[src/rtl/uart_cmd_responder_if.sv]
// Byte-stream and register-bus signals of uart_cmd_responder.
// master: the responder (consumes Rx, produces Tx, drives the register bus).
// slave:  the environment (UART byte streams and the register bank).
interface uart_cmd_responder_if #(
  parameter int ADDR_W = 8
);
  logic [7:0]        rx_data_i;
  logic              rx_vld_i;
  logic              rx_rdy_o;
  logic [7:0]        tx_data_o;
  logic              tx_vld_o;
  logic              tx_rdy_i;
  logic [ADDR_W-1:0] reg_addr_o;
  logic [7:0]        reg_wdata_o;
  logic              reg_we_o;
  logic              reg_re_o;
  logic [7:0]        reg_rdata_i;

  modport master (
    input  rx_data_i, rx_vld_i, tx_rdy_i, reg_rdata_i,
    output rx_rdy_o, tx_data_o, tx_vld_o, reg_addr_o, reg_wdata_o, reg_we_o, reg_re_o
  );

  modport slave (
    output rx_data_i, rx_vld_i, tx_rdy_i, reg_rdata_i,
    input  rx_rdy_o, tx_data_o, tx_vld_o, reg_addr_o, reg_wdata_o, reg_we_o, reg_re_o
  );
endinterface

[src/rtl/uart_cmd_responder.sv]
// uart_cmd_responder: parses 'W' addr data / 'R' addr command frames from a
// UART Rx byte stream, performs one register access per frame and answers
// with one Tx byte (read data, 'K' or 'E').
// Optional feature macro: UART_CMD_CHKSUM_EN -- every frame carries a trailing
// XOR checksum byte that is verified in GET_CHK before the access.
// All outputs are registered; next values are computed from the next state.
module uart_cmd_responder #(
  parameter int ADDR_W  = 8,
  parameter int TIMEOUT = 100000
) (
  input  logic                  clk_i,
  input  logic                  rst_i,
  uart_cmd_responder_if.master  bus,
  output logic                  busy_o,
  output logic [7:0]            err_cnt_o
);

  localparam logic [7:0] OP_WR   = 8'h57;
  localparam logic [7:0] OP_RD   = 8'h52;
  localparam logic [7:0] RSP_ACK = 8'h4B;
  localparam logic [7:0] RSP_ERR = 8'h45;

  localparam int               CNT_W   = $clog2(TIMEOUT);
  localparam logic [CNT_W-1:0] CNT_MAX = CNT_W'(TIMEOUT - 1);

  typedef enum logic [2:0] {
    S_IDLE, S_GET_ADDR, S_GET_DATA, S_GET_CHK, S_EXEC, S_WAIT_RD, S_RESP
  } state_t;

  state_t            state_q, state_d;
  logic              is_wr_q, is_wr_d;
  logic [ADDR_W-1:0] addr_q, addr_d;
  logic [7:0]        wdata_q, wdata_d;
  logic [7:0]        tx_data_q, tx_data_d;
  logic              tx_vld_q, tx_vld_d;
  logic              rx_rdy_q, rx_rdy_d;
  logic              reg_we_q, reg_we_d;
  logic              reg_re_q, reg_re_d;
  logic              busy_q, busy_d;
  logic [7:0]        err_cnt_q, err_cnt_d;
  logic [CNT_W-1:0]  idle_cnt_q, idle_cnt_d;
`ifdef UART_CMD_CHKSUM_EN
  logic [7:0]        chk_q, chk_d;
`endif

  logic rx_acc;
  logic in_get;

  function automatic logic [7:0] sat_inc(input logic [7:0] v);
    return (v == 8'hFF) ? v : v + 8'd1;
  endfunction

  assign rx_acc = bus.rx_vld_i & rx_rdy_q;
  assign in_get = rx_rdy_q & (state_q != S_IDLE);

  // Next-state, frame capture, timeout and registered-output computation
  always_comb begin
    state_d    = state_q;
    is_wr_d    = is_wr_q;
    addr_d     = addr_q;
    wdata_d    = wdata_q;
    tx_data_d  = tx_data_q;
    err_cnt_d  = err_cnt_q;
    idle_cnt_d = idle_cnt_q;
`ifdef UART_CMD_CHKSUM_EN
    chk_d      = chk_q;
`endif

    case (state_q)
      S_IDLE: begin
        if (rx_acc) begin
          idle_cnt_d = '0;
`ifdef UART_CMD_CHKSUM_EN
          chk_d = bus.rx_data_i;
`endif
          if (bus.rx_data_i == OP_WR || bus.rx_data_i == OP_RD) begin
            is_wr_d = (bus.rx_data_i == OP_WR);
            state_d = S_GET_ADDR;
          end else begin
            tx_data_d = RSP_ERR;
            err_cnt_d = sat_inc(err_cnt_q);
            state_d   = S_RESP;
          end
        end
      end
      S_GET_ADDR: begin
        if (rx_acc) begin
          idle_cnt_d = '0;
          addr_d     = bus.rx_data_i[ADDR_W-1:0];
`ifdef UART_CMD_CHKSUM_EN
          chk_d   = chk_q ^ bus.rx_data_i;
          state_d = is_wr_q ? S_GET_DATA : S_GET_CHK;
`else
          state_d = is_wr_q ? S_GET_DATA : S_EXEC;
`endif
        end
      end
      S_GET_DATA: begin
        if (rx_acc) begin
          idle_cnt_d = '0;
          wdata_d    = bus.rx_data_i;
`ifdef UART_CMD_CHKSUM_EN
          chk_d   = chk_q ^ bus.rx_data_i;
          state_d = S_GET_CHK;
`else
          state_d = S_EXEC;
`endif
        end
      end
      S_GET_CHK: begin
`ifdef UART_CMD_CHKSUM_EN
        if (rx_acc) begin
          idle_cnt_d = '0;
          if (bus.rx_data_i == chk_q) begin
            state_d = S_EXEC;
          end else begin
            tx_data_d = RSP_ERR;
            err_cnt_d = sat_inc(err_cnt_q);
            state_d   = S_RESP;
          end
        end
`else
        state_d = S_IDLE;
`endif
      end
      S_EXEC: begin
        if (is_wr_q) begin
          tx_data_d = RSP_ACK;
          state_d   = S_RESP;
        end else begin
          state_d = S_WAIT_RD;
        end
      end
      S_WAIT_RD: begin
        tx_data_d = bus.reg_rdata_i;
        state_d   = S_RESP;
      end
      S_RESP: begin
        if (tx_vld_q && bus.tx_rdy_i) state_d = S_IDLE;
      end
      default: state_d = S_IDLE;
    endcase

    // A byte accepted in the timeout cycle takes precedence over the abort.
    if (in_get && !rx_acc) begin
      if (idle_cnt_q == CNT_MAX) begin
        idle_cnt_d = '0;
        err_cnt_d  = sat_inc(err_cnt_q);
        state_d    = S_IDLE;
      end else begin
        idle_cnt_d = idle_cnt_q + CNT_W'(1);
      end
    end

    rx_rdy_d = (state_d == S_IDLE) || (state_d == S_GET_ADDR) ||
               (state_d == S_GET_DATA) || (state_d == S_GET_CHK);
    tx_vld_d = (state_d == S_RESP);
    reg_we_d = (state_d == S_EXEC) && is_wr_d;
    reg_re_d = (state_d == S_EXEC) && !is_wr_d;
    busy_d   = (state_d != S_IDLE);
  end

  // FSM state and registered outputs; reset clears everything but rx_rdy
  always_ff @(posedge clk_i) begin
    if (rst_i) begin
      state_q    <= S_IDLE;
      is_wr_q    <= 1'b0;
      addr_q     <= '0;
      wdata_q    <= '0;
      tx_data_q  <= '0;
      tx_vld_q   <= 1'b0;
      rx_rdy_q   <= 1'b1;
      reg_we_q   <= 1'b0;
      reg_re_q   <= 1'b0;
      busy_q     <= 1'b0;
      err_cnt_q  <= '0;
      idle_cnt_q <= '0;
`ifdef UART_CMD_CHKSUM_EN
      chk_q      <= '0;
`endif
    end else begin
      state_q    <= state_d;
      is_wr_q    <= is_wr_d;
      addr_q     <= addr_d;
      wdata_q    <= wdata_d;
      tx_data_q  <= tx_data_d;
      tx_vld_q   <= tx_vld_d;
      rx_rdy_q   <= rx_rdy_d;
      reg_we_q   <= reg_we_d;
      reg_re_q   <= reg_re_d;
      busy_q     <= busy_d;
      err_cnt_q  <= err_cnt_d;
      idle_cnt_q <= idle_cnt_d;
`ifdef UART_CMD_CHKSUM_EN
      chk_q      <= chk_d;
`endif
    end
  end

  assign bus.rx_rdy_o    = rx_rdy_q;
  assign bus.tx_data_o   = tx_data_q;
  assign bus.tx_vld_o    = tx_vld_q;
  assign bus.reg_addr_o  = addr_q;
  assign bus.reg_wdata_o = wdata_q;
  assign bus.reg_we_o    = reg_we_q;
  assign bus.reg_re_o    = reg_re_q;
  assign busy_o          = busy_q;
  assign err_cnt_o       = err_cnt_q;

endmodule

[src/flat_wrapper.sv]
// flat-port wrapper written by rule: the top's interface ports become plain ports
module uart_cmd_responder_flat 
#(
  parameter int ADDR_W  = 8,
  parameter int TIMEOUT = 100000
)
  (clk_i, rst_i, busy_o, err_cnt_o, bus_rx_data_i, bus_rx_vld_i, bus_tx_rdy_i, bus_reg_rdata_i, bus_rx_rdy_o, bus_tx_data_o, bus_tx_vld_o, bus_reg_addr_o, bus_reg_wdata_o, bus_reg_we_o, bus_reg_re_o);
  uart_cmd_responder_if #(.ADDR_W(ADDR_W)) bus_i ();
  input  logic clk_i;
  input  logic rst_i;
  output logic busy_o;
  output logic [7:0] err_cnt_o;
  input wire logic [$bits(bus_i.rx_data_i)-1:0] bus_rx_data_i;
  input wire logic [$bits(bus_i.rx_vld_i)-1:0] bus_rx_vld_i;
  input wire logic [$bits(bus_i.tx_rdy_i)-1:0] bus_tx_rdy_i;
  input wire logic [$bits(bus_i.reg_rdata_i)-1:0] bus_reg_rdata_i;
  output wire logic [$bits(bus_i.rx_rdy_o)-1:0] bus_rx_rdy_o;
  output wire logic [$bits(bus_i.tx_data_o)-1:0] bus_tx_data_o;
  output wire logic [$bits(bus_i.tx_vld_o)-1:0] bus_tx_vld_o;
  output wire logic [$bits(bus_i.reg_addr_o)-1:0] bus_reg_addr_o;
  output wire logic [$bits(bus_i.reg_wdata_o)-1:0] bus_reg_wdata_o;
  output wire logic [$bits(bus_i.reg_we_o)-1:0] bus_reg_we_o;
  output wire logic [$bits(bus_i.reg_re_o)-1:0] bus_reg_re_o;
  assign bus_i.rx_data_i = bus_rx_data_i;
  assign bus_i.rx_vld_i = bus_rx_vld_i;
  assign bus_i.tx_rdy_i = bus_tx_rdy_i;
  assign bus_i.reg_rdata_i = bus_reg_rdata_i;
  assign bus_rx_rdy_o = bus_i.rx_rdy_o;
  assign bus_tx_data_o = bus_i.tx_data_o;
  assign bus_tx_vld_o = bus_i.tx_vld_o;
  assign bus_reg_addr_o = bus_i.reg_addr_o;
  assign bus_reg_wdata_o = bus_i.reg_wdata_o;
  assign bus_reg_we_o = bus_i.reg_we_o;
  assign bus_reg_re_o = bus_i.reg_re_o;
  uart_cmd_responder #(.ADDR_W(ADDR_W), .TIMEOUT(TIMEOUT)) u_core (.clk_i(clk_i), .rst_i(rst_i), .bus(bus_i), .busy_o(busy_o), .err_cnt_o(err_cnt_o));
endmodule
[config.mk]
export PLATFORM = sky130hd
export DESIGN_NAME = uart_cmd_responder_flat
export DESIGN_NICKNAME = d
export VERILOG_FILES = /design/src/rtl/uart_cmd_responder_if.sv /design/src/rtl/uart_cmd_responder.sv /design/src/flat_wrapper.sv
export SDC_FILE = /design/constraint.sdc
export NUM_CORES = 1
export LEC_CHECK = 0
export BUFFER_PORTS_ARGS = -buffer_cell sky130_fd_sc_hd__buf_2
export CAP_MARGIN = 25
export CORE_ASPECT_RATIO = 1.1
export CORE_UTILIZATION = 45
export DETAILED_ROUTE_END_ITERATION = 10
export PLACE_DENSITY = 0.68
export REMOVE_ABC_BUFFERS = 1
export SETUP_SLACK_MARGIN = 0.15
export SYNTH_ARGS = -nofsm -noshare
export SYNTH_HDL_FRONTEND = slang
export SYNTH_SLANG_ARGS = --single-unit
[constraint.sdc]
create_clock -name clk_i -period 5.1 [get_ports clk_i]
set_input_delay 0.51 -clock clk_i [delete_from_list [all_inputs] [get_ports clk_i]]
set_output_delay 0.51 -clock clk_i [all_outputs]
set_load 0.01 [all_outputs]
Yosys cells after proc, flatten, opt, wreduce, memory -nomap -nowiden. Cells that the tools add are included.

Equal/unequal tests: 17. Divide/modulo/power cells: 0. Shift-type cells: 0. Order comparisons: 0. Bitwise gates (word level): 2. $mul: 0. Reduce and logical (&&, ||, !) cells: 22. Multiplexer cells: 27. Add/subtract/negate cells: 2.

Operators by type and width (number): $mux 8 (9); $mux 17 (4); $mux 3 (8); $pmux 8 s3 (1); $pmux 3 s6 (1); $add 17x1->17 const B (1); $eq 17x17->1 const B (1); $eq 8x7->1 const B (2); $eq 3x3->1 const B (5); $eq 3x2->1 const B (3); $reduce_bool 3->1 (3); $add 8x1->8 const B (1); $eq 8x8->1 const B (1); $eq 3x1->1 const B (2); $logic_not 3->1 (2); $reduce_and 2->1 (3); $logic_and 1x1->1 (4); $logic_or 1x1->1 (4); $ne 2x1->1 const B (2); $reduce_and 4->1 (1); $reduce_bool 2->1 (2); $mux 1 (3); $reduce_or 3->1 (1); $and 1x1->1 (2); 3 further kinds (4).

Word-level logic and storage cells: 82. Register bits after elaboration: 58. Memories kept: 0. Bits in read-only memories: 0. Memory bits (writable): 0. Input port bits: 20. Latch bits: 0.

Longest topological paths before layout. Gate-level depths: netlist of run 1.

Depth after elaboration: 11. Mapped depth: 7.

Least setup slack after synthesis of run 1. OpenSTA, ideal clock, no wires.

Path kind: input to register. Start: input port bus_rx_data_i[5]. End: register u_core.err_cnt_q[2], in the netlist u_core.err_cnt_o[2]. Arrival: 1708 ps. Stages: 5. Path slack: 3271 ps. Cells stage by stage: nand4bb_1 o311ai_2 o21ai_1 and3_1 mux2_2.

Word-level cells in the longest chain between the ends: 7.

RTL lines: from (decl) (RTL line flat_wrapper.sv:13) `input wire logic [$bits(bus_i.rx_data_i)-1:0] bus_rx_data_i;`; $eq 8x7->1 (RTL line uart_cmd_responder.sv:76) `if (bus.rx_data_i == OP_WR || bus.rx_data_i == OP_RD) begin`; $logic_or 1x1->1 (*) (RTL line uart_cmd_responder.sv:76); $mux 8 (*) (RTL line uart_cmd_responder.sv:76); $mux 8 (*) (RTL line uart_cmd_responder.sv:71) `if (rx_acc) begin`; $mux 8 (*) (RTL line uart_cmd_responder.sv:69) `case (state_q)`; $mux 8 (RTL line uart_cmd_responder.sv:146) `if (idle_cnt_q == CNT_MAX) begin`; $mux 8 (*) (RTL line uart_cmd_responder.sv:145) `if (in_get && !rx_acc) begin`; to (signal assigned) (RTL line uart_cmd_responder.sv:192) `err_cnt_q <= err_cnt_d;`; to (decl) (RTL line uart_cmd_responder.sv:40) `logic [7:0] err_cnt_q, err_cnt_d;`.

Every way passes the cells marked *; elsewhere a longest branch is shown, timed or not. A chain may end at the register's enable or synchronous reset.

Worst setup path after layout of run 1.
Start: register u_core.state_q[0]. End: register u_core.idle_cnt_q[9].

Word-level cells in the longest chain between the ends: 5.

RTL lines: from (decl) (RTL line uart_cmd_responder.sv:30) `state_t state_q, state_d;`; from (signal assigned) (RTL line uart_cmd_responder.sv:182) `state_q <= state_d;`; $reduce_bool 3->1 (RTL line uart_cmd_responder.sv:54) `assign in_get = rx_rdy_q & (state_q != S_IDLE);`; $and 1x1->1 (RTL line uart_cmd_responder.sv:54); $logic_and 1x1->1 (RTL line uart_cmd_responder.sv:145); $reduce_bool 2->1 (no source line); $reduce_and 2->1 (no source line); to (signal assigned) (RTL line uart_cmd_responder.sv:193) `idle_cnt_q <= idle_cnt_d;`; to (decl) (RTL line uart_cmd_responder.sv:41) `logic [CNT_W-1:0] idle_cnt_q, idle_cnt_d;`.

Parallel ways exist; a longest one is shown, timed or not.

==> results.json, run 1 <==
{
  "status": "finished, final reports clean",
  "ios": 57,
  "grt_pass1_vias": 2257,
  "worst_path_largest_cell_delay_ns": 0.89,
  "synthCells": 321,
  "hold_class": "input port to register",
  "r2r_slack_ns": 2.43,
  "synth-seq-cells": 58,
  "final_common_cell": "dfxtp_1",
  "n_fill_cell": 547,
  "antenna_found_initial": 0,
  "crit_fanout": 25,
  "start_util": 0.471,
  "viasPerCell": 5.66,
  "period_minus_slack_ns": 2.67,
  "cts_tree": "yes",
  "clk_pin_slew_ns": 0.06,
  "grt_setup_unrepaired": "no",
  "worstPathArrival_ns": 2.93,
  "ys.flop_type": "dfxtp_1",
  "leakage_nw": 1.39,
  "r2r-start": "u_core.state_q[0]",
  "powerDensity_nw_per_um2": 461,
  "hold_viol": 0,
  "via_count": 2571,
  "cts_root_buf": "clkbuf_8",
  "layout_common_cells": "dfxtp_1 (58), buf_2 (56), nand2_1 (34)",
  "async_flop_share": 0,
  "final_antenna_net_count": 0,
  "slew_headroom": 0.244,
  "path_class": "register to register",
  "drive_gt1_frac": 0.212,
  "post_cts_buffers": 0,
  "slew_violations": 0,
  "antenna_cells": 0,
  "rr_endpoint": "u_core.idle_cnt_q[9]",
  "syn_area_per_cell_um2": 8.51,
  "r2r_cells": 5,
  "gp_congestion": 0.838,
  "nets": 394,
  "synth-edff-count": 0,
  "io_buffers": 56,
  "cp_num_buf_inv": 0,
  "area_growth_pct": 19.5,
  "worstSkewPairLatency_ns": 0.33,
  "worst_slack_ns": 2.43,
  "yosysUniqueCellTypes": 54,
  "cp.required_ns": 5.36,
  "peakVddDrop_v": 0.000226,
  "cpLargestDelayFamily": "compound AO/OA/AOI/OAI gates",
  "yosys_warnings": 0,
  "drv_cap": 0,
  "cts_sinks": 58,
  "skew_ns": 0.00583,
  "die_x_um": 76.3,
  "post-place-ws_ns": 2.43,
  "hpwl_mm": 4.40,
  "ctsResizeCount": 0,
  "synth_area_um2": 2730,
  "fmax_mhz": 375,
  "seq_area_um2": 1160,
  "cts_made_buffers": 9,
  "die_h_um": 83.7,
  "fin_total_pwr_mw": 1.50,
  "cts_buffer_depth": 2,
  "grt_start_max_net_pins": 49,
  "setup_viol": 0,
  "track_usage": 0.207,
  "hold_end": "u_core.bus.tx_data_o[4]",
  "synth-seq-area-share": 0.425,
  "first_iter_violations": 240,
  "routedWlPerCell_um": 14.1,
  "htree_levels": 3,
  "tns_ns": 0,
  "crit_path_end_kind": "register",
  "drt_pass1_iterations": 4,
  "hold_depth": 3,
  "dieArea_um2": 6390,
  "fin_crit_sh": 0.523,
  "multiInputGateArea_um2": 1470,
  "hold_start": "bus_reg_rdata_i[4]",
  "cts_hold_buffers": 0,
  "worst_slew_pin_slew_ns": 1.13,
  "cp_cell_sequence": "or3_4 > nand2_1 > a211oi_2 > a41oi_1 > a31oi_1",
  "cp-start-kind": "register",
  "grt_pass1_wl_mm": 10.4,
  "wirelength_mm": 6.41,
  "route.detailed.drc": 0,
  "core-area_um2": 5810,
  "cp_slowest_cell": "a211oi_2",
  "fp-row-count": 29,
  "overflow": 0,
  "startpoint": "u_core.state_q[0]"
}
[worst max path at each step]
stage	to	cells after the start
3_5_place_dp	u_core.err_cnt_o[2]	5
5_1_grt	u_core.idle_cnt_q[9]	5
3_3_place_gp	u_core.err_cnt_o[2]	5
6_report	u_core.idle_cnt_q[9]	5
4_1_cts	u_core.err_cnt_o[2]	5
2_1_floorplan	u_core.err_cnt_o[2]	5
[per-stage QoR]
step / cells / hold slack, ns / area (um^2) / utilization
floorplan: 305 / 0.455 / 2660 / -
global placement: 438 / 0.439 / 3040 / 0.523
detailed placement: 438 / 0.446 / 3040 / 0.523
CTS: 454 / 0.426 / 3270 / 0.563
global route: 454 / 0.445 / 3270 / 0.563
finish: 454 / 0.436 / 3270 / 0.563
[final cells by class]
class | count | share of cell area
clock buffer | 12 | 0.0475
clock inverter | 4 | 0.0226
inverter | 8 | 0.00920
multi-input combinational | 239 | 0.450
sequential | 58 | 0.356
tap | 77 | 0.0295
timing repair buffer | 56 | 0.0858
[flip-flops by register name, indices dropped and copies added (netlist names)]
signal	flops
u_core.err_cnt_o	8
u_core.busy_o	1
u_core.bus.rx_rdy_o	1
u_core.bus.reg_addr_o	8
u_core.is_wr_q	1
u_core.bus.reg_re_o	1
u_core.bus.reg_wdata_o	8
u_core.idle_cnt_q	17
u_core.bus.tx_vld_o	1
u_core.bus.reg_we_o	1
u_core.state_q	3
u_core.bus.tx_data_o	8
[worst register-to-register path, delay by kind of cell, from the launching register on]
| kind | cells | cell delay, ns |
|---|---|---|
| simple gates | 2 | 0.40 |
| flops | 1 | 0.86 |
| compound gates | 3 | 1.34 |
[power by group]
| group | leakage [nW] | internal [mW] | switching, mW |
|---|---|---|---|
| Clock | 0.117 | 0.302 | 0.179 |
| Sequential | 0.470 | 0.513 | 0.0745 |
| Combinational | 0.799 | 0.166 | 0.271 |
[Yosys cell counts (2+ instances only)]
master     number  area [um^2]
dfxtp_1        58         1160
nand2_1        34          128
nor2_1         33          124
a21oi_1        23          115
nand3_1        16         80.1
o21ai_0        14         70.1
a31oi_1        10         62.6
and3_1         10         62.6
clkbuf_1       10         37.5
inv_1           7         26.3
mux2i_1         7         70.1
a22o_1          6         52.6
nand4_1         6         37.5
and4_1          5         43.8
nor2b_1         5         31.3
nor4_1          5         31.3
a41oi_1         4         35.0
buf_2           4         20.0
nand2b_1        4         25.0
nand4b_1        4         35.0
nor3_1          4         20.0
a211oi_1        3         22.5
a311oi_1        3         26.3
a32oi_1         3         26.3
and2_1          3         18.8
o211ai_1        3         22.5
xnor2_1         3         26.3
xor2_1          3         26.3
ha_1            2         25.0
nand4bb_1       2         22.5
nor3b_1         2         15.0
o21a_1          2         15.0
or3_4           2         22.5
[logic make-up (layout without fill, tap and decap cells)]
family / Yosys count / count (layout) / synth area share
simple gates: 140 / 140 / 0.272
compound gates: 83 / 83 / 0.207
flops: 58 / 58 / 0.425
buf+inv: 24 / 80 / 0.0375
mux: 8 / 8 / 0.0298
xor+xnor: 6 / 6 / 0.0192
fa+ha+maj: 2 / 2 / 0.00916
[metal layers]
layer  share of wire  GRT usage
met3           0.056     0.0536
met2            0.46      0.319
met1            0.45      0.259
met5               0          0
met4           0.028      0.122
(Power assumes the default switching activity.)
==> inputs of run 2 (changes only) <==
- PLACE_DENSITY: 0.68 -> 0.7
- clock period: 5.1 -> 2.3 ns (I/O delays scaled with it)
==> results.json, run 2 (same netlist as run 1, synthesis figures left out) <==
{
  "io_buffers": 56,
  "worstSkewPairLatency_ns": 0.34,
  "gp_congestion": 0.864,
  "nets": 406,
  "cp_slowest_cell": "o311ai_2",
  "post-place-ws_ns": 0.132,
  "worstPathArrival_ns": 2.28,
  "grt_setup_unrepaired": "yes",
  "hold_viol": 0,
  "status": "finished, final reports clean",
  "multiInputGateArea_um2": 1480,
  "first_iter_violations": 232,
  "drv_cap": 0,
  "stdcell_count": 465,
  "cts_buffer_depth": 2,
  "crit_path_end_kind": "register",
  "cpLargestDelayFamily": "compound AO/OA/AOI/OAI gates",
  "grt_pass1_vias": 2447,
  "hpwl_mm": 4.53,
  "start_util": 0.471,
  "drt_pass1_iterations": 4,
  "overflow": 0,
  "hold_depth": 3,
  "slew_violations": 0,
  "htree_levels": 3,
  "n_fill_cell": 550,
  "peakVddDrop_v": 0.000476,
  "fmax_mhz": 490,
  "core-area_um2": 5810,
  "powerDensity_nw_per_um2": 1020,
  "cp_num_buf_inv": 1,
  "skew_ns": 0.00399,
  "crit_fanout": 12,
  "worst_path_largest_cell_delay_ns": 0.45,
  "track_usage": 0.219,
  "largest_reg_flops": 17,
  "drive_gt1_frac": 0.240,
  "cp-start-kind": "register",
  "path_class": "register to register",
  "crit_cells": 6,
  "cts_root_buf": "clkbuf_8",
  "dp_cells": 447,
  "route.detailed.drc": 0,
  "worst_slew_pin_slew_ns": 0.705,
  "regMostFlops": "u_core.idle_cnt_q",
  "routedWlPerCell_um": 14.1,
  "setup_viol": 0,
  "period_minus_slack_ns": 2.04,
  "fp-row-count": 29,
  "final_common_cell": "dfxtp_1",
  "via_count": 2643,
  "slew_headroom": 0.528,
  "dieArea_um2": 6390,
  "antenna_found_initial": 0,
  "wirelength_mm": 6.56,
  "grt_start_max_net_pins": 39,
  "leakage_nw": 1.44,
  "fin_total_pwr_mw": 3.42,
  "viasPerCell": 5.68,
  "antenna_cells": 0,
  "cts_tree": "yes",
  "area_growth_pct": 22.8,
  "ios": 57,
  "die_h_um": 83.7,
  "grt_pass1_wl_mm": 11.2,
  "clk_pin_slew_ns": 0.06,
  "worst_slack_ns": 0.258,
  "cts_sinks": 58,
  "layout_common_cells": "dfxtp_1 (58), buf_2 (56), nand2_1 (34)",
  "cts_hold_buffers": 0,
  "tns_ns": 0,
  "cp_cell_sequence": "nand4b_1 > o311ai_2 > o21ai_1 > buf_4 > nor2b_1 > a311oi_1",
  "cts_made_buffers": 9,
  "seq_area_um2": 1160,
  "cp.required_ns": 2.54,
  "die_x_um": 76.3,
  "fin_crit_sh": 0.888,
  "hold_class": "input port to register",
  "final_antenna_net_count": 0,
  "r2r_cells": 6
}
==> run 2: cell types whose count changed in the layout (fill, tap and decap cells not counted), sizes merged <==
cell	delta
buf	+12
clkbuf	-2
clkinv	+1
==> run 2: final timing paths <==
path	slack, ns	to	startpoint
max reg2reg	0.26	u_core.err_cnt_o[7]	u_core.bus.rx_rdy_o
min reg2reg	0.45	u_core.bus.reg_addr_o[0]	u_core.bus.reg_addr_o[0]
max	0.26	u_core.err_cnt_o[7]	u_core.bus.rx_rdy_o
min	0.15	u_core.bus.tx_data_o[5]	bus_reg_rdata_i[5]
==> run 2: power by group <==
part	switching, mW	internal (mW)	leakage, nW
combinational	0.713	0.456	0.862
sequential	0.0874	1.14	0.470
clock	0.398	0.631	0.112
==> run 2: metal layers <==
| metal | track usage | up-vias | routed length [um] |
|---|---|---|---|
| met5 | 0 | - | 0 |
| met4 | 0.0997 | 0 | 118 |
| met3 | 0.0525 | 12 | 287 |
| met2 | 0.357 | 64 | 3150 |
| met1 | 0.271 | 1252 | 3010 |
| li1 | - | 1315 | - |
==> run 2: metrics by stage <==
step | hold WS, ns | util | instance area, um^2
6_report | 0.151 | 0.578 | 3360
5_1_grt | 0.155 | 0.578 | 3360
4_1_cts | 0.147 | 0.573 | 3330
3_5_place_dp | 0.443 | 0.535 | 3100
3_3_place_gp | 0.437 | 0.535 | 3100
2_1_floorplan | 0.299 | - | 2660
==> run 2: what timing repair did <==
action,4_1_cts,5_1_grt
pin swaps,0,1
setup buffers,0,3
resized for setup,1,1
endpoints found under the setup margin,3,6
==> run 2: cell type report <==
cell class,count,area share
Sequential cell,58,0.346
Tap cell,77,0.0287
Clock inverter,5,0.0235
Multi-Input combinational cell,239,0.442
Inverter,8,0.00895
Clock buffer,10,0.0410
Timing Repair Buffer,68,0.110
==> run 2: worst register-to-register path: cells and delay by family (launching register included) <==
kind            cells  cell delay (ns)
compound gates      3             0.92
flops               1             0.43
simple gates        2             0.38
buf+inv             1             0.22
==> inputs of run 3 (changes only) <==
--- a/config.mk
+++ b/config.mk
@@ -7,3 +7,3 @@
 export LEC_CHECK = 0
-export BUFFER_PORTS_ARGS = -buffer_cell sky130_fd_sc_hd__buf_2
+export BUFFER_PORTS_ARGS = -buffer_cell sky130_fd_sc_hd__clkbuf_2
 export CAP_MARGIN = 25
==> constraint.sdc (replaced) <==
create_clock -name clk_i -period 2.3 [get_ports clk_i]
set_input_delay 0.69 -clock clk_i [delete_from_list [all_inputs] [get_ports clk_i]]
set_output_delay 0.69 -clock clk_i [all_outputs]
set_load 0.01 [all_outputs]
==> results.json, run 3 (same netlist as run 1, synthesis figures left out) <==
{
  "status": "finished, final reports clean",
  "cp_slowest_cell": "o21ai_0",
  "htree_levels": 3,
  "fin_total_pwr_mw": 3.36,
  "io_buffers": 56,
  "postLayoutCoreUtil": 0.584,
  "crit_fanout": 24,
  "hold_class": "register to register",
  "first_iter_violations": 158,
  "antenna_found_initial": 0,
  "fmax_mhz": 509,
  "hold_depth": 2,
  "gp_congestion": 0.857,
  "grt_setup_unrepaired": "no",
  "die_x_um": 76.3,
  "slew_violations": 0,
  "cts_sinks": 58,
  "post-place-ws_ns": -0.0951,
  "peakVddDrop_v": 0.000371,
  "cts_root_buf": "clkbuf_8",
  "layout_common_cells": "dfxtp_1 (57), clkbuf_2 (56), nand2_1 (34)",
  "cts_buffer_depth": 2,
  "rr_endpoint": "u_core.idle_cnt_q[5]",
  "fin_crit_sh": 0.853,
  "dieArea_um2": 6390,
  "area_growth_pct": 24.1,
  "cp_cell_sequence": "buf_4 > a21oi_1 > o21ai_0 > nand2b_1 > a31oi_1",
  "die_h_um": 83.7,
  "tns_ns": 0,
  "worst_slew_pin_slew_ns": 0.793,
  "path_class": "register to register",
  "hold_end": "u_core.bus.tx_data_o[3]",
  "cpLargestDelayFamily": "compound AO/OA/AOI/OAI gates",
  "worst_slack_ns": 0.337,
  "cp-start-kind": "register",
  "drive_gt1_frac": 0.260,
  "skew_ns": 0.00675,
  "wirelength_mm": 6.58,
  "drt_pass1_iterations": 4,
  "period_minus_slack_ns": 1.96,
  "grt_pass1_wl_mm": 11.2,
  "largest_reg_flops": 17,
  "viasPerCell": 5.67,
  "clk_pin_slew_ns": 0.07,
  "timing.hold.ws_ns": 0.451,
  "antenna_cells": 0,
  "setup_viol": 0,
  "worst_path_largest_cell_delay_ns": 0.64,
  "ios": 57,
  "cts_tree": "yes",
  "n_fill_cell": 528,
  "nets": 413,
  "routedWlPerCell_um": 13.9,
  "crit_path_end_kind": "register",
  "overflow": 0,
  "cp_num_buf_inv": 1,
  "worstSkewPairLatency_ns": 0.34,
  "route.detailed.drc": 0,
  "hpwl_mm": 4.62,
  "leakage_nw": 1.43,
  "track_usage": 0.221,
  "r2r_cells": 5,
  "start_util": 0.471,
  "regMostFlops": "u_core.idle_cnt_q",
  "final_antenna_net_count": 0,
  "core-area_um2": 5810,
  "worstPathArrival_ns": 2.23,
  "cts_made_buffers": 9,
  "drv_cap": 0,
  "r2r-start": "u_core.state_q[0]",
  "fp-row-count": 29,
  "slew_headroom": 0.466,
  "cp.required_ns": 2.57,
  "final_common_cell": "dfxtp_1",
  "r2r_slack_ns": 0.34,
  "crit_cells": 5,
  "grt_start_max_net_pins": 48,
  "grt_pass1_vias": 2495,
  "hold_start": "u_core.bus.tx_data_o[3]",
  "powerDensity_nw_per_um2": 992,
  "hold_viol": 0,
  "via_count": 2682
}
[run 3: where the power goes]
| part | switching [mW] | internal [mW] | leakage [nW] |
|---|---|---|---|
| Clock | 0.418 | 0.497 | 0.0954 |
| Combinational | 0.749 | 0.490 | 0.868 |
| Sequential | 0.0720 | 1.14 | 0.471 |
[run 3: worst min-delay path, delay by kind of cell, from the launching register on]
| family | cells | cell delay (ns) |
|---|---|---|
| DFF | 1 | 0.31 |
| AOI/OAI and AO/OA | 1 | 0.05 |
| and+or+nand+nor | 1 | 0.05 |
[run 3: repair_timing]
item                                   in CTS  in global routing
pin swaps                                   0                  1
resized for setup                           1                  3
endpoints found under the hold margin       0                  0
setup buffers                               0                  2
hold buffers                                0                  0
setup endpoints to repair                   1                  9
[run 3: worst max-delay path by stage]
| stage | start | to |
|---|---|---|
| 2_1_floorplan | bus_rx_data_i[5] | u_core.err_cnt_o[2] |
| 3_3_place_gp | bus_rx_vld_i | u_core.idle_cnt_q[9] |
| 3_5_place_dp | bus_rx_vld_i | u_core.idle_cnt_q[9] |
| 4_1_cts | u_core.idle_cnt_q[1] | u_core.idle_cnt_q[10] |
| 5_1_grt | u_core.idle_cnt_q[8] | u_core.err_cnt_o[7] |
| 6_report | u_core.state_q[0] | u_core.idle_cnt_q[5] |
[run 3: metal layers]
metal / up-vias / global-route usage / routed length, um
met3: 18 / 0.0481 / 306
met5: - / 0 / 0
met1: 1248 / 0.270 / 2980
met4: 0 / 0.138 / 206
li1: 1336 / - / -
met2: 80 / 0.351 / 3090
[run 3: area by class of cell]
type                    count  area [um^2]  share of cell area
flip-flops and latches     58         1160               0.343
well taps                  77         96.3              0.0284
inverters                   8         30.0             0.00886
clock inverters             7         68.8              0.0203
clock buffers               9          124              0.0365
repair buffers             75          423               0.125
multi-input cells         239         1490               0.438
[run 3: metrics by stage]
stage | cells | cell area [um^2]
final | 473 | 3390
after global routing | 473 | 3390
after global placement | 455 | 3160
after floorplan | 305 | 2660
after CTS | 471 | 3360
after detailed placement | 455 | 3160
